`src/rtl/bgpu_pkg.sv`:
```
// bgpu_pkg
//   Shared types for the memory-fence controller.
//   Contents:
//     DefaultNumTags - default number of instruction tags per warp
//     fence_state_e  - fence controller state (IDLE, DRAIN, DONE), 2 bits
//   Configuration macro used by importers: BGPU_FENCE_BLOCK_ALL_EN
package bgpu_pkg;

  localparam int unsigned DefaultNumTags = 8;

  typedef enum logic [1:0] {
    IDLE  = 2'd0,
    DRAIN = 2'd1,
    DONE  = 2'd2
  } fence_state_e;

endpackage : bgpu_pkg

```
`src/rtl/mem_tag_tracker.sv`:
```
// mem_tag_tracker
//   Tracks which tags belong to memory instructions still in flight and
//   keeps the snapshot a fence waits on.
//   Ports:
//     clk_i            in   clock
//     rst_ni           in   synchronous active-low reset
//     set_valid_i      in   forwarded memory handshake this cycle
//     set_tag_i        in   tag of that memory instruction
//     clr_valid_i      in   a memory instruction retires this cycle
//     clr_tag_i        in   tag of the retiring instruction
//     snap_take_i      in   fence handshake: load snapshot from the mask
//     snapshot_empty_o out  snapshot value for the next cycle is all zero
module mem_tag_tracker
  import bgpu_pkg::*;
#(
  parameter int unsigned NumTags  = DefaultNumTags,
  parameter int unsigned TagWidth = $clog2(NumTags)
) (
  input  logic                clk_i,
  input  logic                rst_ni,
  input  logic                set_valid_i,
  input  logic [TagWidth-1:0] set_tag_i,
  input  logic                clr_valid_i,
  input  logic [TagWidth-1:0] clr_tag_i,
  input  logic                snap_take_i,
  output logic                snapshot_empty_o
);

  logic [NumTags-1:0] outstanding_reg;
  logic [NumTags-1:0] outstanding_next;
  logic [NumTags-1:0] snapshot_reg;
  logic [NumTags-1:0] snapshot_next;

  genvar gi;
  generate
    for (gi = 0; gi < NumTags; gi++) begin : g_tag
      logic set_hit;
      logic clr_hit;

      assign set_hit = set_valid_i && (set_tag_i == TagWidth'(gi));
      assign clr_hit = clr_valid_i && (clr_tag_i == TagWidth'(gi));

      // A new issue on a tag overrides a retire of the same tag in the
      // same cycle: the new instruction is the one still in flight.
      assign outstanding_next[gi] = set_hit ? 1'b1 :
                                    clr_hit ? 1'b0 : outstanding_reg[gi];

      // The snapshot never gains bits after it is taken; a same-cycle
      // retire is removed from it at capture time.
      assign snapshot_next[gi] = snap_take_i ? (outstanding_reg[gi] && !clr_hit) :
                                 clr_hit     ? 1'b0 : snapshot_reg[gi];
    end
  endgenerate

  always_ff @(posedge clk_i) begin
    if (!rst_ni) begin
      outstanding_reg <= '0;
      snapshot_reg    <= '0;
    end else begin
      outstanding_reg <= outstanding_next;
      snapshot_reg    <= snapshot_next;
    end
  end

  // Looking at the next-cycle value lets the controller reach DONE one
  // cycle after the last waited-on tag retires.
  assign snapshot_empty_o = (snapshot_next == '0);

endmodule : mem_tag_tracker

```
`src/rtl/mem_fence_ctrl.sv`:
```
// mem_fence_ctrl
//   Memory-fence controller between dispatch and the operand collector.
//   Passes dispatch through combinationally, consumes fences, waits for
//   the memory tags outstanding at the fence to retire, then reports the
//   fence completion on the result path.
//   Ports:
//     clk_i, rst_ni                   clock, synchronous active-low reset
//     disp_valid_i / disp_ready_o     handshake with the wait buffer
//     disp_tag_i                      tag of the offered instruction
//     disp_is_mem_i / disp_is_fence_i instruction class
//     disp_valid_o / opc_ready_i      handshake with the operand collector
//     mem_retire_valid_i / _tag_i     memory instruction completion
//     fence_done_valid_o / _ready_i   fence completion to the result bus
//     fence_done_tag_o                tag of the completing fence
//     fence_active_o                  high while a fence is in progress
//   Configuration: define BGPU_FENCE_BLOCK_ALL_EN to block every dispatch
//   while a fence is in progress (full barrier); otherwise only memory
//   instructions and fences are held.
module mem_fence_ctrl
  import bgpu_pkg::*;
#(
  parameter int unsigned NumTags  = DefaultNumTags,
  parameter int unsigned TagWidth = $clog2(NumTags),
  parameter type         tag_t    = logic [TagWidth-1:0]
) (
  input  logic clk_i,
  input  logic rst_ni,
  input  logic disp_valid_i,
  output logic disp_ready_o,
  input  tag_t disp_tag_i,
  input  logic disp_is_mem_i,
  input  logic disp_is_fence_i,
  output logic disp_valid_o,
  input  logic opc_ready_i,
  input  logic mem_retire_valid_i,
  input  tag_t mem_retire_tag_i,
  output logic fence_done_valid_o,
  input  logic fence_done_ready_i,
  output tag_t fence_done_tag_o,
  output logic fence_active_o
);

  fence_state_e state_reg;
  fence_state_e state_next;
  tag_t         fence_tag_reg;
  tag_t         fence_tag_next;

  logic blocked;
  logic fence_fire;
  logic mem_set;
  logic snapshot_empty;

  always_comb begin
    state_next     = state_reg;
    fence_tag_next = fence_tag_reg;
    blocked        = 1'b0;
    fence_fire     = 1'b0;
    disp_valid_o   = 1'b0;
    disp_ready_o   = 1'b0;

    if (state_reg != IDLE) begin
`ifdef BGPU_FENCE_BLOCK_ALL_EN
      blocked = 1'b1;
`else
      blocked = disp_is_mem_i || disp_is_fence_i;
`endif
    end

    if (!rst_ni || blocked) begin
      disp_valid_o = 1'b0;
      disp_ready_o = 1'b0;
    end else if (disp_is_fence_i) begin
      // Fences stop here; the operand collector never sees them.
      disp_ready_o = 1'b1;
      fence_fire   = disp_valid_i;
    end else begin
      disp_valid_o = disp_valid_i;
      disp_ready_o = opc_ready_i;
    end

    unique case (state_reg)
      IDLE: begin
        if (fence_fire) begin
          fence_tag_next = disp_tag_i;
          state_next     = snapshot_empty ? DONE : DRAIN;
        end
      end
      DRAIN: begin
        if (snapshot_empty) state_next = DONE;
      end
      DONE: begin
        if (fence_done_ready_i) state_next = IDLE;
      end
      default: state_next = IDLE;
    endcase
  end

  assign mem_set = disp_valid_o && opc_ready_i && disp_is_mem_i;

  mem_tag_tracker #(
    .NumTags (NumTags),
    .TagWidth(TagWidth)
  ) u_tracker (
    .clk_i           (clk_i),
    .rst_ni          (rst_ni),
    .set_valid_i     (mem_set),
    .set_tag_i       (disp_tag_i),
    .clr_valid_i     (mem_retire_valid_i),
    .clr_tag_i       (mem_retire_tag_i),
    .snap_take_i     (fence_fire),
    .snapshot_empty_o(snapshot_empty)
  );

  always_ff @(posedge clk_i) begin
    if (!rst_ni) begin
      state_reg     <= IDLE;
      fence_tag_reg <= '0;
    end else begin
      state_reg     <= state_next;
      fence_tag_reg <= fence_tag_next;
    end
  end

  // Outputs are forced low while reset is asserted so an interrupted fence
  // never produces a completion.
  assign fence_done_valid_o = rst_ni && (state_reg == DONE);
  assign fence_done_tag_o   = fence_done_valid_o ? fence_tag_reg : '0;
  assign fence_active_o     = rst_ni && (state_reg != IDLE);

endmodule : mem_fence_ctrl

```
`config.mk`:
```
export PLATFORM = sky130hd
export DESIGN_NAME = mem_fence_ctrl
export DESIGN_NICKNAME = d
export VERILOG_FILES = /design/src/rtl/bgpu_pkg.sv /design/src/rtl/mem_tag_tracker.sv /design/src/rtl/mem_fence_ctrl.sv
export SDC_FILE = /design/constraint.sdc
export NUM_CORES = 1
export LEC_CHECK = 0
export CORE_ASPECT_RATIO = 1.2
export CORE_MARGIN = 8
export CORE_UTILIZATION = 30
export CTS_BUF_LIST = sky130_fd_sc_hd__clkbuf_4 sky130_fd_sc_hd__clkbuf_8 sky130_fd_sc_hd__clkbuf_16
export DETAILED_ROUTE_END_ITERATION = 6
export SYNTH_ARGS = -nofsm -noshare
export SYNTH_HDL_FRONTEND = slang
export SYNTH_HIERARCHICAL = 1
export SYNTH_SLANG_ARGS = --single-unit
```
`constraint.sdc`:
```
create_clock -name clk_i -period 3.8 [get_ports clk_i]
set_clock_uncertainty 0.1 [all_clocks]
set_input_delay 1.14 -clock clk_i [delete_from_list [all_inputs] [get_ports clk_i]]
set_output_delay 1.14 -clock clk_i [all_outputs]
set_load 0.05 [all_outputs]
```
After elaboration in Yosys (flattened, before gate mapping)
Index checks and enable logic that the tools add are counted.
Word-level totals
  flip-flop bits (word level): 21
Cells by class
  muxes and demuxes: 45
  eq/ne operators: 19
  reductions and logical operators: 54
Operator list (number)
  $mux 1: 39
  $logic_and 1x1->1: 28
  $eq 3x3->1 const B: 8
  $reduce_bool 2->1: 9
  $eq 3x2->1 const B: 4
  $logic_not 1->1: 9
  $logic_not 8->1: 1
  $mux 2: 4
  $eq 3x1->1 const B: 2
  $logic_not 3->1: 2
  $pmux 2 s3: 1
  $ne 2x2->1 const B: 2
  $mux 3: 1
  $reduce_and 3->1: 1
  $eq 2x1->1 const B: 1
  $eq 2x2->1 const B: 1
  $logic_not 2->1: 1
  $logic_or 1x1->1: 2
  $ne 2x1->1 const B: 1
  $reduce_and 2->1: 1

Longest topological paths before layout
Gate-level depths: netlist of the first run.
  word-level depth: 9
  gate-level depth with buffers: 8
  depth with buffers taken out: 7

Modules after synthesis
Netlist of the first run, hierarchy kept.
By module, submodules not included
  mem_tag_tracker: sequential area each 320.3 µm², instances 1, cells each 75, area an instance 790.8 µm²
  mem_fence_ctrl: sequential area each 100.1 µm², instances 1, cells each 35, area an instance 299.0 µm²

Least setup slack after synthesis of the first run
Ideal clock, no wire load.
  path kind: in2out
  from: input port rst_ni
  to: output port disp_valid_o
  arrival time: 2409 ps
  slack: 151 ps
  stages: 3
  cells stage by stage: buf_4 -> nand2_1 -> nor3_1
Between the ends
  longest elaborated chain between the ends: 3
RTL lines
  from (decl): line mem_fence_ctrl.sv:27  | input logic rst_ni,
  $logic_not 1->1
  $logic_or 1x1->1: line mem_fence_ctrl.sv:69  | if (!rst_ni || blocked) begin
  $mux 1: line mem_fence_ctrl.sv:69
  to (decl): line mem_fence_ctrl.sv:33  | output logic disp_valid_o,
Every way passes these cells.

==> tab_implementation.tex, run 1 <==
\begin{tabular}{lr}
\hline
Metric & Value \\
\hline
\multicolumn{2}{l}{\textbf{Global route}} \\
Fraction of met1 tracks used by global routing & between 10\% and 20\% \\
Initial antenna violation count & 0 \\
Aggregate global-route resource usage & 8.62\% \\
Global routing met3 resource utilization & 2.81\% \\
Global-route wire length before repair & 4080 um \\
Maximum number of pins on one net before global-route repair & 23 \\
GRT busiest layer & met2 \\
Global route overflow & 0 \\
Number of global-route vias before repair & 918 \\
Met2 routing resource usage after global routing & roughly 14\% \\
\multicolumn{2}{l}{\textbf{Pwr}} \\
Cell-internal power & 338 uW \\
IR drop worst, VDD & roughly 0.19 mV \\
Leakage power total & 0.000499 uW \\
Reported net switching power & 99.6 uW \\
Switching Fraction & 22.8\% \\
Sequential share of power & 51.3\% \\
Total power divided by cell area & 300 nW/um\^{}2 \\
Logic gate share of total power & 14.7\% \\
Clock share of power & 34.0\% \\
\multicolumn{2}{l}{\textbf{Critical path}} \\
Arrival time of data at the critical path endpoint & between 2000 and 2500 ps \\
Critical Path End Type & output port \\
Element type at the critical path start & input port \\
Critical path peak fanout & 6 \\
Setup CP Type & in2out \\
Worst endpoint required time & 2560 ps \\
\multicolumn{2}{l}{\textbf{Min path}} \\
Hold WC Path Type & reg2reg \\
\multicolumn{2}{l}{\textbf{CTS}} \\
\# resized after CTS & 0 \\
Number of sinks driven by the clock tree & 21 \\
Clock buffers created by TritonCTS & 3 \\
Hold-fix buffers, CTS & 0 \\
Clock latency at the later pin of the worst-skew pair & 250 ps \\
Htree depth & 1 \\
Post-CTS clock slew at the launch and capture registers of the worst setup and hold paths & 70 ps \\
CTS tree & yes \\
Setup fix buffers added after clock tree synthesis & 0 \\
Worst-case clock buffer depth & 2 \\
Root Buffer & sky130\_fd\_sc\_hd\_\_clkbuf\_8 \\
\multicolumn{2}{l}{\textbf{Logic synthesis}} \\
Flops \& latches, synth & 21 \\
Synthesized instance count & 110 \\
Post-synthesis sequential area ratio & 38.6\% \\
Fraction of registers with async set or reset after synthesis & 0\% \\
EDFF count, synth & 0 \\
XOR/XNOR share of the synthesized area & 0\% \\
Mean instance size in the synthesized netlist & 9.91 um\^{}2 \\
Most frequently used flop master after synthesis & sky130\_fd\_sc\_hd\_\_dfxtp\_1 \\
Mapped Area & 1090 um\^{}2 \\
Post-synthesis adder-cell area fraction & 0\% \\
Synth Area in Compound Gates & 10.2\% \\
Post-synth net total & 124 \\
Main combinational cell family by area after synthesis & simple AND/OR/NAND/NOR gates \\
Number of unique standard cell types used by synthesis & 38 \\
Synth Area in Simple Gates & 41.7\% \\
Share of cell area taken by muxes after synthesis & 7.35\% \\
Count of yosys warnings during synthesis & 6 \\
\multicolumn{2}{l}{\textbf{Run status}} \\
Outcome & finished, final reports clean \\
\multicolumn{2}{l}{\textbf{Detailed routing}} \\
Number of vias in the routed layout & 912 \\
Initial DRC count & 25 \\
Average via count per standard cell & 5.30 \\
DRC violation count after routing & 0 \\
Drt wl/cell & roughly 14 um \\
Remaining number of nets flagged by the antenna check after routing & 0 \\
Iteration count of the initial detailed-routing pass & 4 \\
Total wire length after detailed routing & 2410 um \\
\multicolumn{2}{l}{\textbf{Floorplanning}} \\
Placeable core region & 3570 um\^{}2 \\
Vertical extent of the die & around 80 um \\
X dimension of the die & 71.0 um \\
Starting Density & 30.5\% \\
Number of cell rows & 24 \\
Number of I/O pins & 21 \\
Area of the die & about 5800 um\^{}2 \\
\multicolumn{2}{l}{\textbf{Timing}} \\
Setup repair after global routing missed its margin & false \\
Post-route fraction of the period consumed by the critical path & 94.5\% \\
Final number of hold-violating endpoints & 0 \\
Transition time at the pin with the least slew margin & $\sim$340 ps \\
Final setup violation count & 0 \\
Fmax & 0.278 GHz \\
Max-slew violations & 0 \\
Final period demand of the worst path & around 3600 ps \\
Setup TNS & 0 ps \\
Headroom to the max-slew limit & 77.5\% \\
\multicolumn{2}{l}{\textbf{Placed design}} \\
RD Place Congestion & 0.722 \\
Post-detailed-placement half-perimeter wirelength & 1850 um \\
Total of buffers placed on input and output ports & 20 \\
Placed cell areas & 1410 um\^{}2 \\
\multicolumn{2}{l}{\textbf{Final layout}} \\
Area growth from synthesis to layout & 33.6\% \\
Diode count & 0 \\
Final Core Density & 40.8\% \\
Post-route cell area & 1460 um\^{}2 \\
Count of nets after finishing & 148 \\
Share of post-route cells with drive strength above 1 & 18.8\% \\
\multicolumn{2}{l}{\textbf{Flow run}} \\
Max-cap viol count & 0 \\
\hline
\end{tabular}
## power groups by stage
stage / Combinational [uW] / Clock (uW) / Sequential, uW
4_1_cts: 64.6 / 155 / 224
3_3_place_gp: 63.2 / 0 / 229
5_1_grt: 69.0 / 161 / 224
3_5_place_dp: 64.1 / 0 / 229
6_report: 64.3 / 149 / 224
2_1_floorplan: 30.2 / 0 / 229
## final timing paths
| kind | cells past startpoint | end | slack [ps] | startpoint |
|---|---|---|---|---|
| max | 4 | fence_done_tag_o[1] | 210 | rst_ni |
| min | 2 | fence_tag_reg[0]$_SDFFE_PN0P_ | 340 | fence_tag_reg[0]$_SDFFE_PN0P_ |
| max reg2reg | 7 | state_reg[1]$_SDFFE_PN0P_ | 1680 | state_reg[1]$_SDFFE_PN0P_ |
| min reg2reg | 2 | fence_tag_reg[0]$_SDFFE_PN0P_ | 340 | fence_tag_reg[0]$_SDFFE_PN0P_ |
## worst max-delay path: stages
cell                              delay [ps]
sky130_fd_sc_hd__clkdlybuf4s50_1         570
sky130_fd_sc_hd__and3b_1                 290
sky130_fd_sc_hd__and2_1                  200
sky130_fd_sc_hd__buf_12                  150
## synthesized netlist by cell type, types with 2 or more instances
master	instances	share of area (%)
sky130_fd_sc_hd__inv_1	2	0.69
sky130_fd_sc_hd__nor2_1	2	0.69
sky130_fd_sc_hd__nand2_1	5	1.7
sky130_fd_sc_hd__and2_1	5	2.9
sky130_fd_sc_hd__nand3_1	4	1.8
sky130_fd_sc_hd__nand3b_1	3	2.1
sky130_fd_sc_hd__nor3_1	2	0.92
sky130_fd_sc_hd__and4bb_1	2	2.3
sky130_fd_sc_hd__dfxtp_1	21	39
sky130_fd_sc_hd__o21ai_0	3	1.4
sky130_fd_sc_hd__nor2b_1	4	2.3
sky130_fd_sc_hd__nand4b_1	3	2.4
sky130_fd_sc_hd__o22ai_1	4	2.3
sky130_fd_sc_hd__and4b_2	2	2.1
sky130_fd_sc_hd__nand2b_1	5	2.9
sky130_fd_sc_hd__a21boi_0	5	3.4
sky130_fd_sc_hd__o21ai_1	3	1.4
sky130_fd_sc_hd__mux2i_1	8	7.3
sky130_fd_sc_hd__nor3b_1	8	5.5
## metrics by stage
| step | worst slack (ps) | hold slack (ps) | total power (uW) | cells |
|---|---|---|---|---|
| 2_1_floorplan | 151 | 324 | 259 | 110 |
| 3_3_place_gp | 253 | 342 | 293 | 168 |
| 3_5_place_dp | 204 | 340 | 293 | 168 |
| 4_1_cts | 203 | 350 | 444 | 172 |
| 5_1_grt | 127 | 392 | 455 | 172 |
| 6_report | 209 | 344 | 437 | 172 |
## layout by cell type (no fill, tap or decap), types with 5 or more instances in the layout
| cell | Yosys | final |
|---|---|---|
| sky130_fd_sc_hd__dfxtp_1 | 21 | 21 |
| sky130_fd_sc_hd__clkdlybuf4s50_1 | 0 | 13 |
| sky130_fd_sc_hd__mux2i_1 | 8 | 8 |
| sky130_fd_sc_hd__nor3b_1 | 8 | 8 |
| sky130_fd_sc_hd__buf_12 | 0 | 7 |
| sky130_fd_sc_hd__and2_1 | 5 | 5 |
| sky130_fd_sc_hd__nand2_1 | 5 | 5 |
| sky130_fd_sc_hd__nand2b_1 | 5 | 5 |
| sky130_fd_sc_hd__a21boi_0 | 5 | 5 |
## logic make-up (layout without fill, tap and decap cells)
group,after synthesis,after routing
muxes,8,8
DFF,21,21
and+or+nand+nor,59,59
AOI/OAI and AO/OA,17,17
buffers and inverters,5,28
## layer usage
layer  vias to the layer above  wire (um)
met3                         2        161
met5                         -          0
li1                        456          -
met2                        31       1130
met1                       423       1110
met4                         0          9
## area by class of cell
type	instances	area [um^2]
timing repair buffer	22	285
tap	39	48.8
inverter	2	7.51
multi-input combinational	84	646
clock buffer	4	48.8
fill	364	2120
sequential	21	420
(Power assumes the default switching activity.)
==> inputs of run 2 (changes only) <==
- SYNTH_HIERARCHICAL: 1 -> unset
==> tab_implementation.tex, run 2 <==
\begin{tabular}{lr}
\hline
Metric & Value \\
\hline
\multicolumn{2}{l}{\textbf{Run status}} \\
Outcome & finished, final reports clean (unchanged) \\
\multicolumn{2}{l}{\textbf{Timing}} \\
Setup TNS & 0 ps (unchanged) \\
Headroom to the max-slew limit & 77.7\% (was 77.5\%) \\
Transition time at the pin with the least slew margin & 334 ps (was 335 ps) \\
Max-slew violations & 0 (unchanged) \\
Final setup violation count & 0 (unchanged) \\
Final number of hold-violating endpoints & 0 (unchanged) \\
Fmax & 0.282 GHz (was 0.278 GHz) \\
Final period demand of the worst path & 3550 ps (was 3590 ps) \\
Setup repair after global routing missed its margin & false (unchanged) \\
Post-route fraction of the period consumed by the critical path & 93.4\% (was 94.5\%) \\
Min setup slack post-route & 250 ps (was 209 ps) \\
\multicolumn{2}{l}{\textbf{Floorplanning}} \\
Starting Density & 31.0\% (was 30.5\%) \\
Number of cell rows & 24 (unchanged) \\
Area of the die & 5940 um\^{}2 (was 5830 um\^{}2) \\
Placeable core region & 3600 um\^{}2 (was 3570 um\^{}2) \\
X dimension of the die & 71.7 um (was 71.0 um) \\
Number of I/O pins & 21 (unchanged) \\
Vertical extent of the die & 82.9 um (was 82.0 um) \\
\multicolumn{2}{l}{\textbf{Critical path}} \\
Arrival time of data at the critical path endpoint & 2310 ps (was 2350 ps) \\
Cell breakdown of the critical path & clkdlybuf4s50\_1, nand2\_1, nor2\_1, and2\_1, buf\_12 (was clkdlybuf4s50\_1, and3b\_1, and2\_1, buf\_12) \\
Critical path peak fanout & 5 (was 6) \\
Cell count of the worst reg-to-reg path & 5 (was 7) \\
Cell family contributing the most delay on the critical path & buffers and inverters (unchanged) \\
Element type at the critical path start & input port (unchanged) \\
Critical Path End Type & output port (unchanged) \\
R2r endpoint & u\_tracker.outstanding\_reg[5]\$\_SDFFE\_PN0P\_ (was state\_reg[1]\$\_SDFFE\_PN0P\_) \\
Critical-path top delay cell & sky130\_fd\_sc\_hd\_\_clkdlybuf4s50\_1 (unchanged) \\
Critical Path Max Stage Delay & 530 ps (was 570 ps) \\
Worst endpoint required time & 2560 ps (about the same) \\
Buffers plus inverters on the worst setup path & 2 (unchanged) \\
Critical register-to-register path startpoint & state\_reg[0]\$\_SDFFE\_PN0P\_ (was state\_reg[1]\$\_SDFFE\_PN0P\_) \\
Worst setup slack for register-to-register paths & 2100 ps (was 1680 ps) \\
Setup CP Type & in2out (unchanged) \\
\multicolumn{2}{l}{\textbf{CTS}} \\
Number of sinks driven by the clock tree & 21 (unchanged) \\
CTS tree & yes (unchanged) \\
Root Buffer & sky130\_fd\_sc\_hd\_\_clkbuf\_8 (unchanged) \\
Clock buffers created by TritonCTS & 3 (unchanged) \\
Htree depth & 1 (unchanged) \\
Hold-fix buffers, CTS & 0 (unchanged) \\
Clock latency at the later pin of the worst-skew pair & 260 ps (was 250 ps) \\
Worst-case clock buffer depth & 2 (unchanged) \\
Post-CTS clock slew at the launch and capture registers of the worst setup and hold paths & 80 ps (was 70 ps) \\
\# resized after CTS & 0 (unchanged) \\
Setup fix buffers added after clock tree synthesis & 0 (unchanged) \\
\multicolumn{2}{l}{\textbf{Pwr}} \\
Leakage power total & 0.000503 uW (was 0.000499 uW) \\
IR drop worst, VDD & 0.106 mV (was 0.195 mV) \\
Total power divided by cell area & 307 nW/um\^{}2 (was 300 nW/um\^{}2) \\
\multicolumn{2}{l}{\textbf{Min path}} \\
Hold Path Cell Cnt & 2 (unchanged) \\
Launch instance of the worst min-delay path & u\_tracker.snapshot\_reg[1]\$\_SDFF\_PN0\_ (was fence\_tag\_reg[0]\$\_SDFFE\_PN0P\_) \\
Capture endpoint of the worst hold path & u\_tracker.snapshot\_reg[1]\$\_SDFF\_PN0\_ (was fence\_tag\_reg[0]\$\_SDFFE\_PN0P\_) \\
Hold WC Path Type & reg2reg (unchanged) \\
\multicolumn{2}{l}{\textbf{Logic synthesis}} \\
Cells taking the most area after synthesis & sky130\_fd\_sc\_hd\_\_dfxtp\_1, sky130\_fd\_sc\_hd\_\_nand2\_1, sky130\_fd\_sc\_hd\_\_a21oi\_1 (was sky130\_fd\_sc\_hd\_\_dfxtp\_1, sky130\_fd\_sc\_hd\_\_mux2i\_1, sky130\_fd\_sc\_hd\_\_nor3b\_1) \\
Number of unique standard cell types used by synthesis & 37 (was 38) \\
Mapped Area & 1120 um\^{}2 (was 1090 um\^{}2) \\
Mean instance size in the synthesized netlist & 7.60 um\^{}2 (was 9.91 um\^{}2) \\
Most area-hungry cell type in the Yosys netlist & sky130\_fd\_sc\_hd\_\_dfxtp\_1 (unchanged) \\
Most frequent cells after synthesis & sky130\_fd\_sc\_hd\_\_nand2\_1, sky130\_fd\_sc\_hd\_\_dfxtp\_1, sky130\_fd\_sc\_hd\_\_a21oi\_1, sky130\_fd\_sc\_hd\_\_nor2\_1, sky130\_fd\_sc\_hd\_\_o21ai\_0 (was sky130\_fd\_sc\_hd\_\_dfxtp\_1, sky130\_fd\_sc\_hd\_\_mux2i\_1, sky130\_fd\_sc\_hd\_\_nor3b\_1) \\
Synthesized instance count & 147 (was 110) \\
Most used standard cell by instance count after synthesis & sky130\_fd\_sc\_hd\_\_nand2\_1 (was sky130\_fd\_sc\_hd\_\_dfxtp\_1) \\
Post-synth net total & 161 (was 124) \\
Most frequently used flop master after synthesis & sky130\_fd\_sc\_hd\_\_dfxtp\_1 (unchanged) \\
EDFF count, synth & 0 (unchanged) \\
Synth top area share & 37.6\% (was 38.6\%) \\
Count of yosys warnings during synthesis & 0 (was 6) \\
Post-synthesis sequential area ratio & 37.6\% (was 38.6\%) \\
Fraction of registers with async set or reset after synthesis & 0\% (unchanged) \\
Flops \& latches, synth & 21 (unchanged) \\
\multicolumn{2}{l}{\textbf{Placed design}} \\
Total of buffers placed on input and output ports & 20 (unchanged) \\
RD Place Congestion & 0.805 (was 0.722) \\
Placed cell areas & 1430 um\^{}2 (was 1410 um\^{}2) \\
Worst slack at placement & 239 ps (was 204 ps) \\
Post-detailed-placement half-perimeter wirelength & 2290 um (was 1850 um) \\
Total instance count after detailed placement & 202 (was 168) \\
\multicolumn{2}{l}{\textbf{Final layout}} \\
Area growth from synthesis to layout & 32.6\% (was 33.6\%) \\
\# fillers & 382 (was 364) \\
Final Core Density & 41.1\% (was 40.8\%) \\
Diode count & 0 (unchanged) \\
Post-route cell area & 1480 um\^{}2 (was 1460 um\^{}2) \\
Most common library cell in the layout ignoring fill and taps & sky130\_fd\_sc\_hd\_\_nand2\_1 (was sky130\_fd\_sc\_hd\_\_dfxtp\_1) \\
Share of post-route cells with drive strength above 1 & 10.8\% (was 18.8\%) \\
Area of the multi-input gates & 648 um\^{}2 (was 646 um\^{}2) \\
Count of nets after finishing & 182 (was 148) \\
Number of standard cells in the final layout excluding fillers & 206 (was 172) \\
Combined flip-flop and latch cell area & 420 um\^{}2 (unchanged) \\
Most frequent cells in the layout & sky130\_fd\_sc\_hd\_\_nand2\_1, sky130\_fd\_sc\_hd\_\_dfxtp\_1, sky130\_fd\_sc\_hd\_\_clkdlybuf4s50\_1, sky130\_fd\_sc\_hd\_\_a21oi\_1 (was sky130\_fd\_sc\_hd\_\_dfxtp\_1, sky130\_fd\_sc\_hd\_\_clkdlybuf4s50\_1, sky130\_fd\_sc\_hd\_\_mux2i\_1, sky130\_fd\_sc\_hd\_\_nor3b\_1, sky130\_fd\_sc\_hd\_\_buf\_12) \\
\multicolumn{2}{l}{\textbf{Detailed routing}} \\
Initial DRC count & 81 (was 25) \\
Average via count per standard cell & 5.42 (was 5.30) \\
DRC violation count after routing & 0 (unchanged) \\
Drt wl/cell & 14.6 um (was 14.0 um) \\
Total wire length after detailed routing & 3000 um (was 2410 um) \\
Number of vias in the routed layout & 1117 (was 912) \\
Iteration count of the initial detailed-routing pass & 4 (unchanged) \\
Remaining number of nets flagged by the antenna check after routing & 0 (unchanged) \\
\multicolumn{2}{l}{\textbf{Flow run}} \\
Max-cap viol count & 0 (unchanged) \\
\multicolumn{2}{l}{\textbf{Global route}} \\
Global-route wire length before repair & 5170 um (was 4080 um) \\
Aggregate global-route resource usage & 10.5\% (was 8.62\%) \\
Global route overflow & 0 (unchanged) \\
Maximum number of pins on one net before global-route repair & 23 (unchanged) \\
Number of global-route vias before repair & 1105 (was 918) \\
Initial antenna violation count & 0 (unchanged) \\
\hline
\end{tabular}
==> run 2: per-layer routing <==
metal  track usage [%]  vias to the layer above  part of all wire [%]
met3              1.20                        4                   2.7
met2              19.3                       24                    54
li1                  -                      564                     -
met1              11.4                      525                    42
met5                 0                        -                     0
met4              5.21                        0                   1.7
==> run 2: tightest hold or removal path, delay by kind of cell (launching register included) <==
family | cells | cell delay [ps]
and+or+nand+nor | 1 | 50
AOI/OAI and AO/OA | 1 | 50
DFF | 1 | 320
==> run 2: metrics by stage <==
stage          total power [uW]  hold WS (ps)
6_report                    454           368
5_1_grt                     476           396
4_1_cts                     456           370
3_5_place_dp                305           359
3_3_place_gp                304           354
2_1_floorplan               267           339
==> run 2: final cells by class <==
class	instances	share of cell area [%]
repair buffers	24	20.3
flip-flops and latches	21	28.4
multi-input cells	114	43.8
well taps	39	3.29
clock buffers	4	3.29
inverters	4	1.01
==> run 2: logic make-up after synthesis <==
family	count (synthesis)	share of synthesized area, %
buffers and inverters	12	4.37
flip-flops	21	37.6
AO/OA/AOI/OAI	46	26.4
AND/OR/NAND/NOR	68	31.6
==> run 2: power breakdown <==
part / switching (uW) / internal, uW / leakage (uW)
clock: 73.0 / 81.8 / 0.0000262
combinational: 40.3 / 35.7 / 0.000308
sequential: 1.59 / 222 / 0.000169
total: 115 / 340 / 0.000503
==> run 2: how the worst max path moves through the flow <==
stage | startpoint | end | slack [ps] | cells after the start
after detailed placement | rst_ni | fence_done_tag_o[0] | 240 | 5
after floorplan | rst_ni | fence_done_tag_o[0] | 120 | 3
after global placement | rst_ni | fence_done_tag_o[0] | 300 | 5
final | rst_ni | fence_done_tag_o[0] | 250 | 5
after global routing | rst_ni | fence_done_tag_o[0] | 100 | 5
after CTS | rst_ni | fence_done_tag_o[0] | 240 | 5
==> inputs of run 3 (changes only) <==
- GPL_ROUTABILITY_DRIVEN: unset -> 0
==> results of run 3 <==
The final DEF is identical to that of run 2; final timing and power are the same.
